File: src/rtl/chord_song_reader.sv
// chord_song_reader: producer side of the note-loading interface.
// Walks one song of the song ROM entry by entry. Note entries are issued to
// note_distributor back-to-back, every 2 cycles, so consecutive notes form a
// chord. Advance entries hold the walk for N beats. An advance with N=0, or
// running off the last entry, ends the song.
//
// Load interface: load_new_note is a one-cycle strobe with no back-pressure.
// note_to_load and duration_to_load are valid in the strobe cycle and hold
// until the next strobe. The consumer must accept a strobe in any cycle, and
// strobes are never closer together than 2 cycles.
module chord_song_reader #(
  parameter int ENTRY_BITS = 5,
  parameter int SONG_BITS  = 2
) (
  input  logic                            clk,
  input  logic                            reset,
  input  logic                            play,
  input  logic                            beat,
  input  logic [SONG_BITS-1:0]            song,
  output logic [SONG_BITS+ENTRY_BITS-1:0] rom_addr,
  input  logic [15:0]                     rom_data,
  output logic                            load_new_note,
  output logic [5:0]                      note_to_load,
  output logic [5:0]                      duration_to_load,
  output logic                            song_done
);

  typedef enum logic [1:0] {
    S_FETCH   = 2'd0,
    S_DECODE  = 2'd1,
    S_ADVANCE = 2'd2,
    S_DONE    = 2'd3
  } state_t;

  state_t                state_q;
  logic [ENTRY_BITS-1:0] idx_q;
  logic [ENTRY_BITS-1:0] idx_d;
  logic [5:0]            beat_cnt_q;
  logic [5:0]            beat_cnt_d;
  logic [5:0]            adv_n_q;
  logic [SONG_BITS-1:0]  song_q;
  logic                  load_q;
  logic                  done_q;
  logic [5:0]            note_q;
  logic [5:0]            dur_q;

  logic                  is_advance;
  logic                  last_entry;
  logic                  beat_last;
  logic                  song_changed;
  logic                  unused_rom_bits;

  // The ROM address follows the live song input so a song change is
  // presented to the ROM as early as possible.
  assign rom_addr         = {song, idx_q};
  assign load_new_note    = load_q;
  assign note_to_load     = note_q;
  assign duration_to_load = dur_q;
  assign song_done        = done_q;

  // Bits [14:12] of a note entry carry nothing for this block.
  assign unused_rom_bits  = ^rom_data[14:12];

  // Entry decode and increment helpers used by the walk FSM.
  always_comb begin
    is_advance   = rom_data[15];
    last_entry   = &idx_q;
    idx_d        = idx_q + ENTRY_BITS'(1);
    beat_cnt_d   = beat_cnt_q + 6'd1;
    beat_last    = (beat_cnt_d == adv_n_q);
    song_changed = (song != song_q);
  end

  // Song walk FSM. Reset dominates, then a song change (even while paused),
  // then play gating. Pulses default low every cycle.
  always_ff @(posedge clk) begin
    if (reset) begin
      state_q    <= S_FETCH;
      idx_q      <= '0;
      beat_cnt_q <= '0;
      adv_n_q    <= '0;
      song_q     <= song;
      load_q     <= 1'b0;
      done_q     <= 1'b0;
      note_q     <= '0;
      dur_q      <= '0;
    end else begin
      load_q <= 1'b0;
      done_q <= 1'b0;
      song_q <= song;
      if (song_changed) begin
        // Restart the new song; a note decoded this cycle is dropped.
        state_q    <= S_FETCH;
        idx_q      <= '0;
        beat_cnt_q <= '0;
      end else if (play) begin
        case (state_q)
          S_FETCH: begin
            state_q <= S_DECODE;
          end
          S_DECODE: begin
            if (!is_advance) begin
              note_q <= rom_data[11:6];
              dur_q  <= rom_data[5:0];
              load_q <= 1'b1;
              if (last_entry) begin
                // Running off the song: final load and song_done coincide.
                state_q <= S_DONE;
                done_q  <= 1'b1;
              end else begin
                idx_q   <= idx_d;
                state_q <= S_FETCH;
              end
            end else if (rom_data[5:0] == 6'd0) begin
              state_q <= S_DONE;
              done_q  <= 1'b1;
            end else begin
              // A beat in this cycle is deliberately not counted.
              beat_cnt_q <= '0;
              adv_n_q    <= rom_data[5:0];
              state_q    <= S_ADVANCE;
            end
          end
          S_ADVANCE: begin
            if (beat) begin
              beat_cnt_q <= beat_cnt_d;
              if (beat_last) begin
                if (last_entry) begin
                  state_q <= S_DONE;
                  done_q  <= 1'b1;
                end else begin
                  idx_q   <= idx_d;
                  state_q <= S_FETCH;
                end
              end
            end
          end
          default: begin
            // S_DONE: parked until reset or a song change.
            state_q <= S_DONE;
          end
        endcase
      end
    end
  end

endmodule

File: config.mk
export PLATFORM = sky130hd
export DESIGN_NAME = chord_song_reader
export DESIGN_NICKNAME = d
export VERILOG_FILES = /design/src/rtl/chord_song_reader.sv
export SDC_FILE = /design/constraint.sdc
export NUM_CORES = 1
export LEC_CHECK = 0
export CAP_MARGIN = 5
export CORE_MARGIN = 2
export CORE_UTILIZATION = 35
export CTS_CLUSTER_SIZE = 16
export DETAILED_ROUTE_END_ITERATION = 8
export GPL_ROUTABILITY_DRIVEN = 0
export SLEW_MARGIN = 30
export SYNTH_ARGS = -nofsm -noshare
export SYNTH_HDL_FRONTEND = slang
export SYNTH_SLANG_ARGS = --single-unit
File: constraint.sdc
create_clock -name clk -period 1.7 [get_ports clk]
set_input_delay 0.34 -clock clk [delete_from_list [all_inputs] [get_ports clk]]
set_output_delay 0.34 -clock clk [all_outputs]
set_load 0.1 [all_outputs]
==> reports/summary.txt, run 1 <==
Net Sw Frac = 25.5%
GRT Overall Usage = 17.3%
root buf cell = clkbuf_8
Mapped Nets = 230
kind of start point of the critical path = flop
power per standard cell area = 580 mW/mm^2
TritonRoute pass-1 iters = 4
Fillers = 434
gr ovfl total = 0
sequential cell area fraction in the yosys report = 38.4%
core area = 0.00507 mm^2
slowest CP cell = or4_4
clock power share = 43.3%
CTS Buffer Depth = 2
Finished Layout Cells = 354
number of CTS-inserted buffers = 5
maximum fanout along the worst path = 2
I/O Pins = 43
power share of the sequential group = 44.8%
die height = 76.2 um
FP Rows = 26
Initial DRC Count = 87
worst skew pair latency = 0.30 ns
CTS tree = done
area occupied by multi-input gates = 0.00125 mm^2
Slew Viols, Final = 0
Buf/Inv on CP = 0
Fin. Hold Viols = 0
CTS sink cnt = 35
Cell variety after synth = 47
initial antenna violation count = 0
Tcrit/Tclk final = 107%
internal power = 1.37 mW
Tmin final = 1.82 ns
Final #Nets = 312
P_sw = 0.469 mW
maximum VDD drop = 0.460 mV
crit path DAT = 2.05 ns
Die W = 76.2 um
TNS Setup = -0.354 ns
Hold/Removal Path Class = input port to flop
#FFs+latches synth = 35
share of layout cells above drive strength 1 = 43.3%
max incr delay on CP = 0.41 ns
top post-synthesis cells by area = dfxtp_1 38%, mux2i_1 13%, nor2_1 5.1%
most common cell in the netlist = dfxtp_1
worst slew pin tran = 0.520 ns
Final WS setup = -0.121 ns
CTS H-tree lvls = 2
f_max = 549 MHz
CP endpoint kind = flop
drc violations = 0
clock skew = 0.00903 ns
dpl cells = 342
failing checks = setup timing
Avg WL per Cell = 13.8 um
Main synth FF type = dfxtp_1
drt via density = 4.97
EDFF count, synth = 0
largest net degree at the start of global routing = 16
top-area cell type share of the netlist area = 38.4%
Post-Synthesis Cells = 201
Layout Area Growth over Synthesis = 73.9%
run status = finished with violations
RSZ-0062 raised after global routing = yes
antenna-violating nets left = 0
WP data required = 1.93 ns
critical-path cell list = ha_4 > and3_4 > ha_4 > a211o_1 > or4_4 > a31o_1 > nand3_1
Syn. warnings = 0
# diodes = 0
Max Cap Viol = 0
hold buffer count at CTS = 0
vias in the first global route = 1773
Async S/R FF share, synth = 0%
Initial Utilization = 36.0%
Vias = 1761
Top delay family on crit path = simple AND/OR/NAND/NOR gates
normalized max-slew margin = 65.1%
most frequent cells after synthesis = 35 x dfxtp_1, 25 x nor2_1, 24 x mux2i_1
Synth Cell Area = 0.00183 mm^2
Comb pwr share = 11.9%
WL final = 4.89 mm
Setup CP Type = flop to flop
# setup viols final = 5
Avg Inst Size Synth = 9.09 um^2
die area = 0.00581 mm^2
cell taking the most area after synthesis = dfxtp_1
register area = 721 um^2
clk slew on worst S/H paths = 0.08 ns
first-pass GRT wire length = 8.13 mm
leakage = 1.25 nW
hpwl dp = 3.53 mm
# port buffers = 39
CP most frequent cell = ha_4
## cell usage in the layout, fill, tap and decap left out, types with 2 or more instances in the layout
cell type / count
xor2_1: 3
xor2_2: 2
dfxtp_2: 7
dfxtp_4: 3
or4_4: 2
dlygate4sd2_1: 6
nand2b_1: 4
and2_1: 2
nand2_1: 17
a21oi_2: 4
o2111ai_1: 2
o21ai_0: 5
inv_2: 2
buf_6: 4
buf_4: 39
inv_1: 2
and3_4: 2
ha_4: 6
xnor2_1: 3
nor2_1: 24
mux2i_1: 24
or2_1: 2
buf_12: 23
a21oi_1: 6
dfxtp_1: 25
nand3_1: 7
dlymetal6s2s_1: 3
clkbuf_8: 5
clkdlybuf4s50_1: 9
nor3_2: 3
o21ai_1: 2
## metal layers
layer	share of wire, %	GRT usage (%)	wire [um]
met1	46	22.1	2250
met2	49	27.6	2380
met3	3.4	4.15	164
met4	1.8	8.00	90
met5	0	0	0
## path summary, 6_finish.rpt
kind / from / endpoint / slack, ns / depth (start not counted)
setup / recovery: idx_q[1] / idx_q[3] / -0.12 / 7
hold / removal: song[0] / song_q[0] / 0.37 / 2
hold reg to reg: beat_cnt_q[5] / beat_cnt_q[5] / 0.50 / 2
setup reg to reg: idx_q[1] / idx_q[3] / -0.12 / 7
## state kept, by name, summed over array words and instances (netlist names)
name and cells:
state_q 2, song_done 1, song_q 2, note_to_load 6
adv_n_q 6, load_new_note 1, beat_cnt_q 6, duration_to_load 6
idx_q 5
## power by group through the flow
stage	Clock, mW	Combinational (mW)	Sequential, mW
2_1_floorplan	0	0.0767	0.852
3_3_place_gp	0	0.200	0.844
3_5_place_dp	0	0.202	0.844
4_1_cts	0.816	0.206	0.825
5_1_grt	0.865	0.230	0.826
6_report	0.798	0.219	0.825
## cells by family after synthesis
family / share of synthesized area (%)
AOI/OAI and AO/OA: 14.1
DFF: 38.4
and+or+nand+nor: 21.2
adders and majority gates: 4.79
buffers and inverters: 4.11
xor gates and xnor gates: 4.31
muxes: 13.2
## metrics by stage
step / setup WS, ns / util, % / hold slack, ns / total power, mW / instance area (um^2)
final: -0.121 / 62.6 / 0.369 / 1.84 / 3180
after global routing: -0.169 / 62.6 / 0.370 / 1.92 / 3180
after CTS: -0.129 / 59.3 / 0.464 / 1.85 / 3010
after detailed placement: -0.471 / 56.1 / 0.498 / 1.05 / 2850
after global placement: -0.434 / 56.1 / 0.483 / 1.04 / 2850
after floorplan: -0.290 / - / 0.368 / 0.928 / 1880
## what timing repair did
| action | 4_1_cts | 5_1_grt |
|---|---|---|
| setup endpoints to repair | 20 | 32 |
| gates resized for setup | 17 | 39 |
| setup buffers | 2 | 3 |
| pin swaps | 4 | 14 |
## layout make-up
type	count	area share, %
Clock inverter	3	1.50
Sequential cell	35	22.7
Tap cell	70	2.76
Clock buffer	5	2.17
Timing Repair Buffer	84	30.8
Multi-Input combinational cell	152	39.4
Inverter	5	0.670
(Power assumes the default switching activity.)
==> run 2, diff against run 1 <==
--- a/config.mk
+++ b/config.mk
@@ -8,9 +8,9 @@
 export CAP_MARGIN = 5
 export CORE_MARGIN = 2
 export CORE_UTILIZATION = 35
-export CTS_CLUSTER_SIZE = 16
 export DETAILED_ROUTE_END_ITERATION = 8
 export GPL_ROUTABILITY_DRIVEN = 0
+export SKIP_CTS_REPAIR_TIMING = 1
 export SLEW_MARGIN = 30
 export SYNTH_ARGS = -nofsm -noshare
 export SYNTH_HDL_FRONTEND = slang
==> run 2 against run 1 <==
The run still ends with setup timing left. Die area unchanged. Sequential power about the same. Power decreased by 0.36%. Final cell count increased by 0.28%. Sequential share of layout area decreased by 0.26 points. Largest power group unchanged. Worst setup slack got worse by 0.042 ns. Flip-flop and latch count unchanged. Clock power about the same. Highest routed layer unchanged. First-iteration DRC count decreased by 9.2%. Routed wire length decreased by 1.2%. Utilization increased by 0.62 points.
==> reports/summary.txt, run 2 (synthesis gave the netlist of run 1 again) <==
run status = finished with violations
failing checks = setup timing
Final WS setup = -0.163 ns
core area = 0.00507 mm^2
clock skew = 0.00748 ns
Layout Area Growth over Synthesis = 75.6%
I/O Pins = 43
die height = 76.2 um
die area = 0.00581 mm^2
# setup viols final = 6
Tcrit/Tclk final = 110%
share of layout cells above drive strength 1 = 41.4%
Fin. Hold Viols = 0
Tmin final = 1.86 ns
clk slew on worst S/H paths = 0.08 ns
most frequent cells in the layout = 42 x buf_4, 26 x dfxtp_1, 24 x mux2i_1, 24 x nor2_1, 23 x buf_12
largest net degree at the start of global routing = 16
vias in the first global route = 1732
CP endpoint kind = flop
TritonRoute pass-1 iters = 4
Final #Nets = 313
Initial Utilization = 36.0%
WP data required = 1.93 ns
f_max = 537 MHz
maximum fanout along the worst path = 2
initial antenna violation count = 0
# port buffers = 39
Hold/Removal Path Class = input port to flop
Max Cap Viol = 0
drc violations = 0
RSZ-0062 raised after global routing = yes
most common cell after layout, fill and taps aside = buf_4
CTS Buffer Depth = 2
GRT Overall Usage = 17.2%
worst skew pair latency = 0.30 ns
Setup CP Type = flop to flop
WL final = 4.83 mm
hpwl dp = 3.53 mm
maximum VDD drop = 0.462 mV
leakage = 1.29 nW
Initial DRC Count = 79
CTS tree = done
normalized max-slew margin = 67.5%
Placement Cell Area = 0.00285 mm^2
Final Instance Area = 0.00321 mm^2
power per standard cell area = 572 mW/mm^2
worst slew pin tran = 0.484 ns
gr ovfl total = 0
drt via density = 4.85
Vias = 1720
root buf cell = clkbuf_8
Fillers = 425
# diodes = 0
Avg WL per Cell = 13.6 um
total power = 1.83 mW
antenna-violating nets left = 0
Slew Viols, Final = 0
number of CTS-inserted buffers = 5
kind of start point of the critical path = flop
CTS sink cnt = 35
first-pass GRT wire length = 8.02 mm
FP Rows = 26
CTS H-tree lvls = 2
crit path DAT = 2.09 ns
Die W = 76.2 um
[run 2: cell type report]
| class | instances | area (um^2) | area share [%] |
|---|---|---|---|
| sequential | 35 | 719 | 22.4 |
| clock inverter | 3 | 47.5 | 1.48 |
| clock buffer | 5 | 68.8 | 2.15 |
| timing repair buffer | 85 | 1010 | 31.6 |
| inverter | 5 | 18.8 | 0.585 |
| multi-input combinational | 152 | 1250 | 39.1 |
| tap | 70 | 87.6 | 2.73 |
[run 2: path summary, 6_finish.rpt]
path / startpoint / cells past startpoint / slack, ns / end
setup / recovery: idx_q[1] / 7 / -0.16 / idx_q[3]
setup reg to reg: idx_q[1] / 7 / -0.16 / idx_q[3]
hold / removal: song[1] / 2 / 0.36 / song_q[1]
hold reg to reg: state_q[0] / 2 / 0.50 / state_q[0]
[run 2: worst max-delay path, cell delays in order (launching register included)]
cell and delay, ns:
dfxtp_4 0.36, ha_4 0.15, and3_4 0.18, ha_4 0.15, a211o_1 0.26, or4_4 0.41
a31o_1 0.19, nand3_1 0.08
[run 2: layer usage]
layer  share of wire [%]  vias to the layer above  GRT usage, %
met2                  47                       28          27.2
met5                   0                        -             0
met4                 1.6                        0          7.09
met3                 3.6                        6          4.03
met1                  47                      816          22.4
li1                    -                      870             -
[run 2: power by group]
group,switching (mW),total (mW),internal (mW)
clock network,0.351,0.796,0.445
logic,0.107,0.214,0.107
registers,0.00478,0.825,0.820
total,0.463,1.83,1.37
[run 2: per-stage QoR]
stage	utilization (%)	setup TNS [ns]	cells	setup slack (ns)	hold WS (ns)
floorplan	-	-0.690	201	-0.290	0.368
global placement	56.1	-10.71	342	-0.434	0.483
detailed placement	56.1	-11.61	342	-0.471	0.498
CTS	58.4	-2.49	350	-0.176	0.511
global route	63.2	-1.17	355	-0.205	0.362
finish	63.2	-0.396	355	-0.163	0.362
==> run 3, diff against run 2 <==
--- a/config.mk
+++ b/config.mk
@@ -5,7 +5,6 @@
 export SDC_FILE = /design/constraint.sdc
 export NUM_CORES = 1
 export LEC_CHECK = 0
-export CAP_MARGIN = 5
 export CORE_MARGIN = 2
 export CORE_UTILIZATION = 35
 export DETAILED_ROUTE_END_ITERATION = 8
@@ -15,3 +14,4 @@
 export SYNTH_ARGS = -nofsm -noshare
 export SYNTH_HDL_FRONTEND = slang
 export SYNTH_SLANG_ARGS = --single-unit
+export TNS_END_PERCENT = 50
==> run 3 against run 2 <==
The flow still finishes with violations (setup timing). Count of clock-buffer cells in the layout did not move. Critical path depth did not move. Die area did not move. Non-clock buffer count fell by 2. Maximum frequency rose by 2.2%. First-iteration DRC count rose by 25%. Worst setup slack improved by 0.039 ns. Routed wire length did not move. Clock power fell by 1%. Cell area fell by 1.6%. Largest cell class unchanged. Largest power group unchanged.
==> reports/summary.txt, run 3 (synthesis gave the netlist of run 1 again) <==
antenna-violating nets left = 0
Final #Nets = 311
Slew Viols, Final = 0
Worst Hold End = song_q[1]
Buf/Inv on CP = 0
f_max = 548 MHz
Comb pwr share = 12.0%
crit path DAT = 2.06 ns
Critical path origin = idx_q[1]
Hold/Removal Path Class = input port to flop
Layout Area Growth over Synthesis = 72.9%
GRT Overall Usage = 17.2%
Placement Cell Area = 0.00285 mm^2
WL final = 4.83 mm
first-pass GRT wire length = 8.05 mm
Max Cap Viol = 0
die area = 0.00581 mm^2
Tmin final = 1.82 ns
CP most frequent cell = ha_4
worst hold start = song[1]
internal power = 1.38 mW
maximum fanout along the worst path = 2
most common cell after layout, fill and taps aside = buf_4
TritonRoute pass-1 iters = 4
final hold slack = 0.369 ns
Net Sw Frac = 24.9%
Final WS setup = -0.123 ns
worst skew pair latency = 0.30 ns
number of CTS-inserted buffers = 5
clock power share = 42.9%
hpwl dp = 3.63 mm
WP data required = 1.94 ns
worst slew pin tran = 0.495 ns
Initial Utilization = 36.0%
I/O Pins = 43
slowest CP cell = or4_1
drc violations = 0
most frequent cells in the layout = 40 x buf_4, 27 x dfxtp_1, 24 x nor2_1
CTS tree = done
FP Rows = 26
run status = finished with violations
# port buffers = 39
gr ovfl total = 0
Tcrit/Tclk final = 107%
root buf cell = clkbuf_8
drt via density = 4.91
Reg2Reg Setup Slack = -0.12 ns
P_sw = 0.456 mW
largest net degree at the start of global routing = 20
CTS H-tree lvls = 2
leakage = 1.26 nW
power share of the sequential group = 45.0%
core area = 0.00507 mm^2
R2R cell count = 7
share of layout cells above drive strength 1 = 41.3%
clock skew = 0.00517 ns
CTS sink cnt = 35
Avg WL per Cell = 13.7 um
Worst R2R End = idx_q[3]
Final Instance Area = 0.00316 mm^2
Setup CP Type = flop to flop
failing checks = setup timing
critical-path cell list = ha_4 > and3_4 > ha_4 > a211o_1 > or4_1 > a31o_1 > nand3_1
initial antenna violation count = 0
kind of start point of the critical path = flop
power per standard cell area = 580 mW/mm^2
# setup viols final = 5
Die W = 76.2 um
RSZ-0062 raised after global routing = yes
die height = 76.2 um
worst hold path depth = 2
Vias = 1734
Top delay family on crit path = simple AND/OR/NAND/NOR gates
normalized max-slew margin = 66.8%
max incr delay on CP = 0.41 ns
Fin. Hold Viols = 0
maximum VDD drop = 0.309 mV
vias in the first global route = 1732
RR Startpoint = idx_q[1]
clk slew on worst S/H paths = 0.08 ns
Initial DRC Count = 99
CP endpoint kind = flop
CTS Buffer Depth = 2
# diodes = 0
## run 3: worst max-delay path by stage
| stage | endpoint | slack [ns] | depth (start not counted) |
|---|---|---|---|
| 4_1_cts | adv_n_q[3] | -0.20 | 8 |
| 5_1_grt | idx_q[3] | -0.18 | 7 |
| 6_report | idx_q[3] | -0.12 | 7 |
| 2_1_floorplan | idx_q[3] | -0.29 | 7 |
| 3_5_place_dp | adv_n_q[1] | -0.49 | 8 |
| 3_3_place_gp | adv_n_q[5] | -0.45 | 8 |
## run 3: power by group through the flow
stage | registers, mW | logic, mW | clock network [mW]
2_1_floorplan | 0.852 | 0.0744 | 0
3_3_place_gp | 0.844 | 0.205 | 0
3_5_place_dp | 0.844 | 0.208 | 0
4_1_cts | 0.825 | 0.209 | 0.810
5_1_grt | 0.826 | 0.236 | 0.838
6_report | 0.825 | 0.221 | 0.787
## run 3: final cells by class
cell class              instances  area, um^2
fillers                       430        1920
multi-input cells             152        1240
repair buffers                 83         983
flip-flops and latches         35         716
well taps                      70        87.6
clock buffers                   5        68.8
clock inverters                 3        47.5
inverters                       5        18.8
## run 3: metrics by stage
step	std cells	util [%]	worst slack, ns	TNS (ns)	power [mW]
floorplan	201	-	-0.290	-0.831	0.926
global placement	343	56.2	-0.451	-10.88	1.05
detailed placement	343	56.2	-0.488	-11.89	1.05
CTS	351	58.5	-0.201	-2.69	1.84
global route	353	62.2	-0.178	-1.37	1.90
finish	353	62.2	-0.123	-0.229	1.83
## run 3: worst reg2reg max path, cell delays in order (launching register included)
cell and delay (ns):
dfxtp_4 0.35, ha_4 0.16, and3_4 0.18, ha_4 0.15, a211o_1 0.25, or4_1 0.41, a31o_1 0.19, nand3_1 0.07
## run 3: metal layers
layer / track usage, % / up-vias / part of all wire, %
met5: 0 / - / 0
li1: - / 870 / -
met2: 28.3 / 35 / 49
met1: 21.7 / 821 / 46
met3: 3.79 / 8 / 3.3
met4: 6.91 / 0 / 2.0
